==> src/rtl/gost_byte_stream_ctrl_if.sv <==
// Byte-wide valid/ready link between the stream side and the GOST block controller.
// Carries both the inbound byte stream and the outbound byte stream.
interface gost_byte_stream_ctrl_if;
    logic [7:0] in_byte_i;
    logic       in_valid_i;
    logic       in_ready_o;
    logic [7:0] out_byte_o;
    logic       out_valid_o;
    logic       out_ready_i;

    modport master (
        output in_byte_i,
        output in_valid_i,
        output out_ready_i,
        input  in_ready_o,
        input  out_byte_o,
        input  out_valid_o
    );

    modport slave (
        input  in_byte_i,
        input  in_valid_i,
        input  out_ready_i,
        output in_ready_o,
        output out_byte_o,
        output out_valid_o
    );
endinterface

==> src/rtl/gost_byte_stream_ctrl.sv <==
// Packs 8 bytes into a 64-bit block for the GOST core, waits for the result
// and serialises it back out as 8 bytes, with a sticky timeout on the core.
module gost_byte_stream_ctrl #(
    parameter int TIMEOUT_CYCLES = 1023,
    parameter int TO_W           = 10
) (
    input  logic                    clock,
    input  logic                    reset,
    input  logic                    enc_dec_i,
    input  logic [255:0]            key_i,
    gost_byte_stream_ctrl_if.slave  link,
    output logic                    core_start_o,
    output logic                    core_enc_dec_o,
    output logic [63:0]             core_data_o,
    output logic [255:0]            core_key_o,
    input  logic                    core_busy_i,
    input  logic                    core_ready_i,
    input  logic [63:0]             core_data_i,
    output logic                    busy_o,
    output logic                    error_o
);

    localparam logic [1:0] S_FILL  = 2'd0;
    localparam logic [1:0] S_START = 2'd1;
    localparam logic [1:0] S_WAIT  = 2'd2;
    localparam logic [1:0] S_DRAIN = 2'd3;

    localparam logic [TO_W-1:0] TO_LAST = TO_W'(TIMEOUT_CYCLES - 1);

    logic [1:0]      state;
    logic [2:0]      cnt;
    logic [TO_W-1:0] to_cnt;
    logic [63:0]     blk_q;
    logic [63:0]     out_q;
    logic            enc_q;
    logic [255:0]    key_q;
    logic            err_q;
    logic            in_fire;
    logic            out_fire;

    // in_ready_o must read 0 while reset is held, not just after the first edge
    assign link.in_ready_o  = reset && (state == S_FILL);
    assign link.out_valid_o = (state == S_DRAIN);
    assign link.out_byte_o  = out_q[63:56];

    assign in_fire  = link.in_valid_i && link.in_ready_o;
    assign out_fire = link.out_valid_o && link.out_ready_i;

    assign core_start_o   = (state == S_START);
    assign core_enc_dec_o = enc_q;
    assign core_data_o    = blk_q;
    assign core_key_o     = key_q;
    assign busy_o         = (state != S_FILL) || (cnt != 3'd0);
    assign error_o        = err_q;

    always_ff @(posedge clock or negedge reset) begin
        if (!reset) begin
            state  <= S_FILL;
            cnt    <= 3'd0;
            to_cnt <= '0;
            blk_q  <= '0;
            out_q  <= '0;
            enc_q  <= 1'b0;
            key_q  <= '0;
            err_q  <= 1'b0;
        end else begin
            unique case (state)
                S_FILL: begin
                    if (in_fire) begin
                        blk_q <= {blk_q[55:0], link.in_byte_i};
                        cnt   <= cnt + 3'd1;
                        if (cnt == 3'd0) begin
                            enc_q <= enc_dec_i;
                            key_q <= key_i;
                        end
                        if (cnt == 3'd7) begin
                            state  <= S_START;
                            to_cnt <= '0;
                        end
                    end
                end
                S_START, S_WAIT: begin
                    // a result arriving on the timeout cycle still wins
                    if (core_ready_i) begin
                        out_q <= core_data_i;
                        state <= S_DRAIN;
                    end else if (to_cnt == TO_LAST) begin
                        err_q <= 1'b1;
                        state <= S_FILL;
                    end else begin
                        to_cnt <= to_cnt + TO_W'(1);
                        if (state == S_START && core_busy_i)
                            state <= S_WAIT;
                    end
                end
                S_DRAIN: begin
                    if (out_fire) begin
                        out_q <= {out_q[55:0], 8'h00};
                        cnt   <= cnt + 3'd1;
                        if (cnt == 3'd7)
                            state <= S_FILL;
                    end
                end
                default: state <= S_FILL;
            endcase
        end
    end

endmodule

==> src/flat_wrapper.sv <==
// flat-port wrapper written by rule: the top's interface ports become plain ports
module gost_byte_stream_ctrl_flat 
#(
    parameter int TIMEOUT_CYCLES = 1023,
    parameter int TO_W           = 10
)
  (clock, reset, enc_dec_i, key_i, core_start_o, core_enc_dec_o, core_data_o, core_key_o, core_busy_i, core_ready_i, core_data_i, busy_o, error_o, link_in_byte_i, link_in_valid_i, link_out_ready_i, link_in_ready_o, link_out_byte_o, link_out_valid_o);
  gost_byte_stream_ctrl_if link_i ();
  input  logic clock;
  input  logic reset;
  input  logic enc_dec_i;
  input  logic [255:0] key_i;
  output logic core_start_o;
  output logic core_enc_dec_o;
  output logic [63:0] core_data_o;
  output logic [255:0] core_key_o;
  input  logic core_busy_i;
  input  logic core_ready_i;
  input  logic [63:0] core_data_i;
  output logic busy_o;
  output logic error_o;
  input wire logic [$bits(link_i.in_byte_i)-1:0] link_in_byte_i;
  input wire logic [$bits(link_i.in_valid_i)-1:0] link_in_valid_i;
  input wire logic [$bits(link_i.out_ready_i)-1:0] link_out_ready_i;
  output wire logic [$bits(link_i.in_ready_o)-1:0] link_in_ready_o;
  output wire logic [$bits(link_i.out_byte_o)-1:0] link_out_byte_o;
  output wire logic [$bits(link_i.out_valid_o)-1:0] link_out_valid_o;
  assign link_i.in_byte_i = link_in_byte_i;
  assign link_i.in_valid_i = link_in_valid_i;
  assign link_i.out_ready_i = link_out_ready_i;
  assign link_in_ready_o = link_i.in_ready_o;
  assign link_out_byte_o = link_i.out_byte_o;
  assign link_out_valid_o = link_i.out_valid_o;
  gost_byte_stream_ctrl #(.TIMEOUT_CYCLES(TIMEOUT_CYCLES), .TO_W(TO_W)) u_core (.clock(clock), .reset(reset), .enc_dec_i(enc_dec_i), .key_i(key_i), .link(link_i), .core_start_o(core_start_o), .core_enc_dec_o(core_enc_dec_o), .core_data_o(core_data_o), .core_key_o(core_key_o), .core_busy_i(core_busy_i), .core_ready_i(core_ready_i), .core_data_i(core_data_i), .busy_o(busy_o), .error_o(error_o));
endmodule
==> config.mk <==
export PLATFORM = sky130hd
export DESIGN_NAME = gost_byte_stream_ctrl_flat
export DESIGN_NICKNAME = d
export VERILOG_FILES = /design/src/rtl/gost_byte_stream_ctrl_if.sv /design/src/rtl/gost_byte_stream_ctrl.sv /design/src/flat_wrapper.sv
export SDC_FILE = /design/constraint.sdc
export NUM_CORES = 1
export LEC_CHECK = 0
export ABC_CLOCK_PERIOD_IN_PS = 2800
export CORE_AREA = 2 2 264 266
export DETAILED_ROUTE_END_ITERATION = 16
export DIE_AREA = 0 0 266 268
export SLEW_MARGIN = 5
export SYNTH_ARGS = -nofsm -noshare
export SYNTH_HDL_FRONTEND = slang
export SYNTH_SLANG_ARGS = --single-unit
==> constraint.sdc <==
create_clock -name clock -period 2.8 [get_ports clock]
set_input_delay 0.42 -clock clock [delete_from_list [all_inputs] [get_ports clock]]
set_output_delay 0.42 -clock clock [all_outputs]
set_load 0.03 [all_outputs]
==> results of run 1 <==
-- synth_stat cells (3+ instances only) --
library cell  instances
dfrtp_1             401
mux2_2              322
nand2_1              64
o21ai_0              62
mux2i_1              58
buf_6                25
clkbuf_1             17
buf_2                14
buf_4                11
a22o_1                8
ha_1                  8
nand3_1               8
inv_1                 7
a211o_2               5
and3_1                5
nor4_1                5
nor2_1                4
a21oi_1               3
and2_1                3
nand2b_1              3
-- power by group --
part	internal (W)	switching [W]	total, W
Clock	0.00386	0.00257	0.00643
Combinational	0.00486	0.00602	0.0109
Sequential	0.00774	0.00117	0.00891
-- area by class of cell --
class,instances,area (um2),area share (%)
antenna,15,37.5,0.149
inverter,7,26.3,0.104
timing repair buffer,689,7010,27.8
clock inverter,21,213,0.842
sequential,401,10000,39.7
clock buffer,69,1430,5.67
tap,882,1100,4.37
multi-input combinational,587,5410,21.4
-- stage by stage --
stage | total power (W) | hold slack (ns) | util, % | setup WS, ns
floorplan | 0.0152 | 0.124 | - | 0.680
global placement | 0.0198 | 0.235 | 34.6 | 0.346
detailed placement | 0.0200 | 0.236 | 34.6 | 0.274
CTS | 0.0266 | 0.218 | 37.0 | 0.00106
global route | 0.0276 | 0.233 | 37.0 | 0.0221
finish | 0.0262 | 0.260 | 37.0 | 0.0838
-- placed cells by master, fill, tap and decap left out, types with 3 or more instances in the layout --
cell,n
clkdlybuf4s50_1,666
dfrtp_1,401
mux2_2,322
nand2_1,64
o21ai_0,62
mux2i_1,58
clkbuf_16,51
diode_2,15
buf_12,13
clkbuf_8,9
clkbuf_1,9
a22o_1,8
clkinv_2,8
inv_1,7
nand3_1,7
buf_4,7
a211o_2,6
ha_1,6
and3_1,5
nor4_1,5
nor2_1,4
inv_6,4
clkinvlp_4,4
and2_1,3
nand2b_1,3
a21oi_1,3
bufinv_16,3
-- state kept, by name, indices dropped and copies added (netlist names) --
register	count
u_core.core_enc_dec_o	1
u_core.error_o	1
u_core.cnt	3
u_core.core_data_o	64
u_core.out_q	64
u_core.state	2
u_core.to_cnt	10
u_core.core_key_o	256
-- worst max path at each step --
stage | from | to
final | u_core.state[0]$_DFFE_PN0P_ | link_out_valid_o
after global placement | u_core.state[0]$_DFFE_PN0P_ | u_core.core_key_o[234]$_DFFE_PN0P_
after detailed placement | u_core.state[0]$_DFFE_PN0P_ | u_core.core_key_o[255]$_DFFE_PN0P_
after floorplan | u_core.state[0]$_DFFE_PN0P_ | u_core.core_key_o[100]$_DFFE_PN0P_
after CTS | u_core.state[0]$_DFFE_PN0P_ | link_in_ready_o
after global routing | u_core.state[0]$_DFFE_PN0P_ | link_out_valid_o
-- what timing repair did --
item,in CTS,in global routing
resized for setup,1,1
setup endpoints to repair,1,2
endpoints found under the hold margin,3,0
hold buffers,1,0
-- per-layer routing --
layer	vias to the layer above	track usage [%]	routed length [um]
met2	453	23.1	25400
met3	88	5.64	4910
met5	-	0	24
met1	5499	15.7	19900
met4	4	6.21	1770
li1	5144	-	-
-- kinds of logic (layout without fill, tap and decap cells) --
group / after synthesis / in the layout
AOI/OAI and AO/OA: 92 / 92
and+or+nand+nor: 106 / 106
adders and majority gates: 8 / 8
DFF: 401 / 401
xor gates and xnor gates: 1 / 1
buffers and inverters: 75 / 786
muxes: 380 / 380
other: 0 / 15
-- worst register-to-register path: stages (launching register included) --
cell,delay [ns]
dfrtp_1,0.44
inv_1,0.11
ha_2,0.28
and2b_1,0.17
nand2_1,0.11
nor2_4,0.21
buf_12,0.29
buf_4,0.35
mux2_2,0.36
==> impl_metrics.yaml, run 1 <==
synth:
  netlist_top_cells_area: "dfrtp_1, mux2_2, mux2i_1"
  async_flop_share_pct: 100
  synthCells: 1063
  ys_seq_area_share_pct: 63.0
  synth_cell_type_count: 43
  ys_ff_latch: 401
  yosys.area.top_type: "dfrtp_1"
  synth_flop_cell: "dfrtp_1"
  yosysWarnings: 0
  synth_compound_area_share_pct: 3.54
  synthXorXnorAreaFrac_pct: 0.0550
  yosysTopAreaCellShare_pct: 63.0
  synthSimpleGateAreaFrac_pct: 3.09
  yosys-mux-area-fraction_pct: 26.4
  postSynthAreaPerCell_um2: 15.0
  synthesis.nets: 1406
  syn_area_mm2: 0.0159
  synth_edf_count: 0
  synth_top_family_by_area: "multiplexers"
  synthAdderAreaFrac_pct: 0.628
setup_path:
  critPathMaxStageDelay_ns: 0.83
  worstPathMaxFanout: 26
  cp_top_family: "buffers and inverters"
  critPathArrivalTime_ns: 2.30
  rr_startpoint: "u_core.state[0]$_DFFE_PN0P_"
  worst_setup_path_end_kind: "output port"
  reg2reg_depth: 8
  r2r_setup_slack_ns: 0.36
  criticalPathCategory: "reg -> out"
  worst-path-stages: 2
  required_ns: 2.38
  critical_path.startpoint_type: "register"
  reg2reg_to: "u_core.core_key_o[248]$_DFFE_PN0P_"
  path_cells: "ha_4, clkdlybuf4s50_1"
  cpMaxStageDelayCell: "clkdlybuf4s50_1"
  path_buf_inv: 1
run:
  max-cap-violations: 0
die:
  row_count: 96
  die_x_um: 266
  die-area_mm2: 0.0713
  ios: 669
  die_h_um: 268
  core_region_area_mm2: 0.0682
  start_util_pct: 23.4
grt:
  grt_pass1_wl_um: 75400
  grt_max_degree: 139
  grt_overflow: 0
  antenna_found_initial: 17
  first_global_vias: 11900
  grtUsageTotal_pct: 13.9
timing:
  fmax_mhz: 368
  tns_ns: 0
  rsz0062_at_grt: "false"
  worst_pin_slew_ns: 0.834
  relSlewSlack_pct: 44.4
  final-hold-violation-count: 0
  fin_crit_sh_pct: 97.0
  slew_viol_final: 0
  finalClockSkew_ns: 0.0184
  setup_viol: 0
  period_minus_slack_ns: 2.72
min_path:
  holdCritPathClass: "in -> async"
drt:
  via_per_inst: 4.19
  drt_iter0_markers: 473
  ant_nets: 0
  drc: 0
  drt_first_pass_iters: 4
  wire_per_inst_um: 19.5
  vias: 11200
  wirelength_um: 52000
clock_tree:
  numCtsBuffers: 49
  cts_buffer_depth: 3
  h-tree-depth: 2
  cts_root_buf: "clkbuf_16"
  post_cts_buffers: 0
  cts.sinks: 401
  insertion_delay_ns: 0.57
  cts_tree: "built"
  cts.clk_slew.worst_paths_ns: 0.06
status:
  status: "finished, final reports clean"
cells_and_area:
  nets: 2078
  fin_cells: 2671
  fillers: 6506
  drive_above_1_share_pct: 24.7
  fin_area_mm2: 0.0253
  area_growth_pct: 58.6
placed_design:
  dp_hpwl_um: 39300
  gp_congestion: 0.835
  io_buffers: 668
  dpl_cell_area_mm2: 0.0236
  dp.cells: 2565
pwr:
  power_density_mw_per_mm2: 1040
  leakagePower_nw: 11.2
  max-vdd-ir-drop_v: 0.000888
Power figures use the tool's default switching activity.
==> inputs of run 2 (changes only) <==
--- a/config.mk
+++ b/config.mk
@@ -5,10 +5,12 @@
 export SDC_FILE = /design/constraint.sdc
 export NUM_CORES = 1
 export LEC_CHECK = 0
-export ABC_CLOCK_PERIOD_IN_PS = 2800
+export ABC_CLOCK_PERIOD_IN_PS = 2770
 export CORE_AREA = 2 2 264 266
+export CTS_CLUSTER_DIAMETER = 30
 export DETAILED_ROUTE_END_ITERATION = 16
 export DIE_AREA = 0 0 266 268
+export SETUP_SLACK_MARGIN = 0.5
 export SLEW_MARGIN = 5
 export SYNTH_ARGS = -nofsm -noshare
 export SYNTH_HDL_FRONTEND = slang
==> constraint.sdc (replaced) <==
create_clock -name clock -period 2.77 [get_ports clock]
set_input_delay 0.4155 -clock clock [delete_from_list [all_inputs] [get_ports clock]]
set_output_delay 0.4155 -clock clock [all_outputs]
set_load 0.03 [all_outputs]
==> run 2 against run 1 <==
Clock skew hardly changed. Sequential share of layout area is 3.4 points lower. Worst setup slack better by 0.49 ns. Core utilization is 3.5 points higher. Cell area is 9.5% higher. Cell count is 4.9% higher. Routed wire length is 4.4% higher. Total power is 24% higher. Non-clock buffer count is 31 higher. Critical path type unchanged. Via count is 4.1% higher. Global-route usage is 0.63 points higher. Sequential power is 1% higher.
==> impl_metrics.yaml, run 2 (same netlist as run 1, synthesis figures left out) <==
status:
  status: "finished, final reports clean"
drt:
  via_per_inst: 4.15
  wire_per_inst_um: 19.4
  ant_nets: 0
  drt_first_pass_iters: 4
  wirelength_um: 54200
  drt_iter0_markers: 399
  vias: 11600
  drc: 0
grt:
  grt_pass1_wl_um: 78500
  first_global_vias: 12600
  grtUsageTotal_pct: 14.5
  grt_overflow: 0
  grt_max_degree: 147
  antenna_found_initial: 10
timing:
  slew_viol_final: 0
  relSlewSlack_pct: 41.9
  setup_viol: 0
  fmax_mhz: 455
  period_minus_slack_ns: 2.20
  final-hold-violation-count: 0
  fin_crit_sh_pct: 79.3
  finalClockSkew_ns: 0.0188
  rsz0062_at_grt: "false"
  tns_ns: 0
  setup_ws_ns: 0.573
  worst_pin_slew_ns: 0.871
die:
  ios: 669
  die_x_um: 266
  die-area_mm2: 0.0713
  core_region_area_mm2: 0.0682
  start_util_pct: 23.4
  row_count: 96
  die_h_um: 268
setup_path:
  path_buf_inv: 1
  cp_top_family: "buffers and inverters"
  path_cells: "clkdlybuf4s50_1"
  worst_setup_path_end_kind: "output port"
  criticalPathCategory: "reg -> out"
  critical_path.startpoint_type: "register"
  worstPathMaxFanout: 2
  required_ns: 2.35
  worst-path-stages: 1
  r2r_setup_slack_ns: 0.61
  reg2reg_depth: 8
  critPathMaxStageDelay_ns: 0.83
  critPathArrivalTime_ns: 1.78
  rr_startpoint: "u_core.state[1]$_DFFE_PN0P_"
  cpMaxStageDelayCell: "clkdlybuf4s50_1"
  reg2reg_to: "u_core.core_key_o[252]$_DFFE_PN0P_"
clock_tree:
  h-tree-depth: 3
  numCtsBuffers: 106
  cts_root_buf: "clkbuf_16"
  cts_tree: "built"
  cts.sinks: 401
  cts_buffer_depth: 3
  cts.clk_slew.worst_paths_ns: 0.04
  insertion_delay_ns: 0.63
min_path:
  holdCritPathClass: "in -> async"
cells_and_area:
  drive_above_1_share_pct: 29.9
  nets: 2166
  final_util_pct: 40.5
  largest_reg_flops: 256
  fin_area_mm2: 0.0277
  final_common_cell: "clkdlybuf4s50_1"
  final_cell_mix: "clkdlybuf4s50_1, dfrtp_1, mux2_2, clkbuf_16, nand2_1"
  area_growth_pct: 73.6
  fillers: 6335
placed_design:
  dpl_cell_area_mm2: 0.0236
  dp_hpwl_um: 39500
  post-place-ws_ns: 0.279
  io_buffers: 668
  gp_congestion: 0.812
pwr:
  power_density_mw_per_mm2: 1180
  max-vdd-ir-drop_v: 0.000650
  leakagePower_nw: 12.5
run:
  max-cap-violations: 0
[run 2: cell type report]
| type | instances | area [um2] | area share, % |
|---|---|---|---|
| Antenna cell | 7 | 17.5 | 0.0633 |
| Clock buffer | 145 | 2990 | 10.8 |
| Clock inverter | 54 | 676 | 2.44 |
| Inverter | 7 | 26.3 | 0.0950 |
| Multi-Input combinational cell | 587 | 5420 | 19.6 |
| Sequential cell | 401 | 10000 | 36.3 |
| Tap cell | 882 | 1100 | 3.99 |
| Timing Repair Buffer | 720 | 7390 | 26.7 |
[run 2: what timing repair did]
item	4_1_cts	5_1_grt
gates resized for setup	24	10
endpoints found under the hold margin	24	0
hold buffers	1	0
setup buffers	8	15
gates cloned	4	0
pin swaps	1	2
setup endpoints to repair	246	246
[run 2: worst max path at each step]
stage	from	to	slack, ns
detailed placement	u_core.state[1]$_DFFE_PN0P_	u_core.core_key_o[122]$_DFFE_PN0P_	0.28
finish	u_core.core_key_o[0]$_DFFE_PN0P_	core_key_o[0]	0.57
CTS	u_core.state[0]$_DFFE_PN0P_	busy_o	0.39
global placement	u_core.state[0]$_DFFE_PN0P_	u_core.core_key_o[158]$_DFFE_PN0P_	0.35
floorplan	u_core.state[0]$_DFFE_PN0P_	u_core.core_key_o[100]$_DFFE_PN0P_	0.65
global route	u_core.state[1]$_DFFE_PN0P_	u_core.core_key_o[14]$_DFFE_PN0P_	0.50
[run 2: per-layer routing]
layer  vias to the layer above  GRT usage, %  wire length [um]  share of wire, %
met2                       481          24.5             26600                49
li1                       5352             -                 -                 -
met1                      5706          15.9             20600                38
met3                       103          6.66              5350               9.9
met4                         2          5.88              1580               2.9
met5                         -             0                13             0.024
[run 2: power by group]
group / total, W / internal [W] / switching [W]
clock network: 0.0122 / 0.00846 / 0.00376
logic: 0.0113 / 0.00518 / 0.00616
registers: 0.00904 / 0.00785 / 0.00119
[run 2: per-stage QoR]
stage | cells | total power, W | hold WS (ns)
floorplan | 1063 | 0.0154 | 0.120
global placement | 2569 | 0.0202 | 0.295
detailed placement | 2569 | 0.0205 | 0.296
CTS | 2781 | 0.0330 | 0.198
global route | 2800 | 0.0342 | 0.233
finish | 2803 | 0.0326 | 0.233
==> inputs of run 3 (changes only) <==
--- a/config.mk
+++ b/config.mk
@@ -5,11 +5,11 @@
 export SDC_FILE = /design/constraint.sdc
 export NUM_CORES = 1
 export LEC_CHECK = 0
-export ABC_CLOCK_PERIOD_IN_PS = 2770
-export CORE_AREA = 2 2 264 266
+export ABC_CLOCK_PERIOD_IN_PS = 2000
+export CORE_AREA = 2 2 260 262
 export CTS_CLUSTER_DIAMETER = 30
 export DETAILED_ROUTE_END_ITERATION = 16
-export DIE_AREA = 0 0 266 268
+export DIE_AREA = 0 0 262 264
 export SETUP_SLACK_MARGIN = 0.5
 export SLEW_MARGIN = 5
 export SYNTH_ARGS = -nofsm -noshare
==> constraint.sdc (replaced) <==
create_clock -name clock -period 2 [get_ports clock]
set_input_delay 0.3 -clock clock [delete_from_list [all_inputs] [get_ports clock]]
set_output_delay 0.3 -clock clock [all_outputs]
set_load 0.03 [all_outputs]
==> run 3 against run 2 <==
The flow now finishes with violations (negative setup slack). Global-route usage rose by 0.45 points. Clock skew rose by 0.013 ns. Combinational power rose by 64%. Clock power rose by 42%. Register-to-register slack got worse by 0.70 ns. Worst hold slack improved by 0.010 ns. Cell area rose by 6.1%. Largest power group is now combinational cells. Highest routed layer unchanged.
==> impl_metrics.yaml, run 3 (same netlist as run 1, synthesis figures left out) <==
status:
  status: "complete, but fails checks"
  violations: "negative setup slack"
timing:
  slew_viol_final: 0
  setup_viol: 221
  worst_pin_slew_ns: 0.863
  relSlewSlack_pct: 42.3
  period_minus_slack_ns: 2.09
  rsz0062_at_grt: "true"
  finalClockSkew_ns: 0.0314
  setup_ws_ns: -0.0937
  fin_crit_sh_pct: 105
  tns_ns: -11.43
  fmax_mhz: 478
  final-hold-violation-count: 0
setup_path:
  startpoint: "u_core.state[0]$_DFFE_PN0P_"
  r2r_setup_slack_ns: -0.09
  criticalPathCategory: "reg -> reg"
  critical_path.startpoint_type: "register"
  required_ns: 2.48
  rr_startpoint: "u_core.state[0]$_DFFE_PN0P_"
  reg2reg_depth: 10
  worst_setup_path_end_kind: "register"
  worstPathMaxFanout: 12
  critPathArrivalTime_ns: 2.57
  reg2reg_to: "u_core.core_key_o[226]$_DFFE_PN0P_"
  crit_end: "u_core.core_key_o[226]$_DFFE_PN0P_"
run:
  max-cap-violations: 0
die:
  core_region_area_mm2: 0.0666
  ios: 669
  die-area_mm2: 0.0692
  row_count: 95
  die_x_um: 262
  die_h_um: 264
  start_util_pct: 23.9
grt:
  first_global_vias: 13100
  grt_overflow: 0
  grt_pass1_wl_um: 79000
  grtUsageTotal_pct: 15.0
  antenna_found_initial: 5
  grt_max_degree: 125
clock_tree:
  cts_root_buf: "clkbuf_16"
  numCtsBuffers: 102
  insertion_delay_ns: 0.61
  cts.clk_slew.worst_paths_ns: 0.04
  h-tree-depth: 3
  cts.sinks: 401
  cts_buffer_depth: 3
  cts_tree: "built"
drt:
  drt_iter0_markers: 504
  drc: 0
  via_per_inst: 4.25
  wirelength_um: 56700
  vias: 12300
  drt_first_pass_iters: 4
  ant_nets: 0
  wire_per_inst_um: 19.7
cells_and_area:
  seq_area_mm2: 0.0100
  drive_above_1_share_pct: 49.4
  fillers: 5950
  nets: 2264
  final_cell_mix: "dfrtp_1, clkdlybuf4s50_1, buf_6, mux2_2, buf_4"
  area_growth_pct: 84.1
  final_util_pct: 44.1
  multi_input_area_mm2: 0.00574
  final_common_cell: "dfrtp_1"
  largest_reg_flops: 256
placed_design:
  io_buffers: 668
  gp_congestion: 0.852
  dp_hpwl_um: 39000
pwr:
  max-vdd-ir-drop_v: 0.000970
  power_density_mw_per_mm2: 1660
  leakagePower_nw: 14.0
min_path:
  holdCritPathClass: "in -> reg"
## run 3: cell count changes in the layout (fill, tap and decap cells not counted), sizes merged
cell / before / now
clkdlybuf4s50: 657 / 350
bufinv: 10 / 18
dlymetal6s2s: 1 / 0
bufbuf: 4 / 2
clkinv: 31 / 25
dlygate4sd3: 1 / 4
clkbuf: 145 / 143
clkinvlp: 11 / 9
dlygate4sd2: 5 / 0
diode: 7 / 4
clkdlybuf4s15: 2 / 1
a211o: 6 / 7
buf: 50 / 456
## run 3: worst min-delay path by stage
stage | depth (start not counted) | slack (ns) | startpoint | endpoint
floorplan | 0 | 0.004 | reset | u_core.cnt[0]$_DFFE_PN0P_
global placement | 1 | 0.14 | reset | u_core.core_key_o[144]$_DFFE_PN0P_
detailed placement | 1 | 0.15 | reset | u_core.core_key_o[144]$_DFFE_PN0P_
CTS | 5 | 0.20 | reset | u_core.state[1]$_DFFE_PN0P_
global route | 2 | 0.25 | key_i[42] | u_core.core_key_o[42]$_DFFE_PN0P_
finish | 4 | 0.24 | reset | u_core.state[1]$_DFFE_PN0P_
## run 3: report_power, final
part / internal [W] / switching (W)
registers: 0.0109 / 0.00192
logic: 0.00911 / 0.00943
clock network: 0.0124 / 0.00497
total: 0.0324 / 0.0163
## run 3: area by class of cell
cell class | count | share of cell area (%)
Timing Repair Buffer | 821 | 29.8
Clock inverter | 54 | 2.77
Inverter | 7 | 0.0896
Clock buffer | 135 | 9.85
Antenna cell | 4 | 0.0341
Multi-Input combinational cell | 588 | 19.6
Sequential cell | 401 | 34.2
Tap cell | 873 | 3.72
## run 3: critical path: stages (launching register included)
cell,delay (ns)
dfrtp_1,0.39
inv_2,0.09
ha_4,0.16
and2b_2,0.17
nand2_4,0.06
buf_6,0.11
nor2_4,0.09
buf_12,0.14
buf_12,0.18
buf_4,0.19
mux2_2,0.34
## run 3: stage by stage
step | instances | instance area [um2] | setup slack [ns] | hold WS, ns | power [W]
after global placement | 2589 | 23800 | -0.0282 | 0.145 | 0.0279
after floorplan | 1063 | 16000 | 0.0966 | 0.00441 | 0.0213
final | 2883 | 29300 | -0.0937 | 0.243 | 0.0487
after global routing | 2882 | 29300 | -0.144 | 0.255 | 0.0510
after detailed placement | 2589 | 23800 | -0.0681 | 0.147 | 0.0282
after CTS | 2854 | 28500 | -0.0543 | 0.203 | 0.0476
## run 3: what timing repair did
action	4_1_cts	5_1_grt
endpoints found under the hold margin	253	0
hold buffers	4	0
setup buffers	70	11
pin swaps	1	5
gates resized for setup	1786	433
cloned	2	14
setup endpoints to repair	734	853
## run 3: metal layers
layer / GRT usage [%] / vias up / part of all wire (%)
met4: 5.76 / 4 / 2.7
met1: 16.0 / 6110 / 37
met2: 26.1 / 503 / 50
met5: 0 / - / 0.053
met3: 6.28 / 117 / 9.5
li1: - / 5530 / -
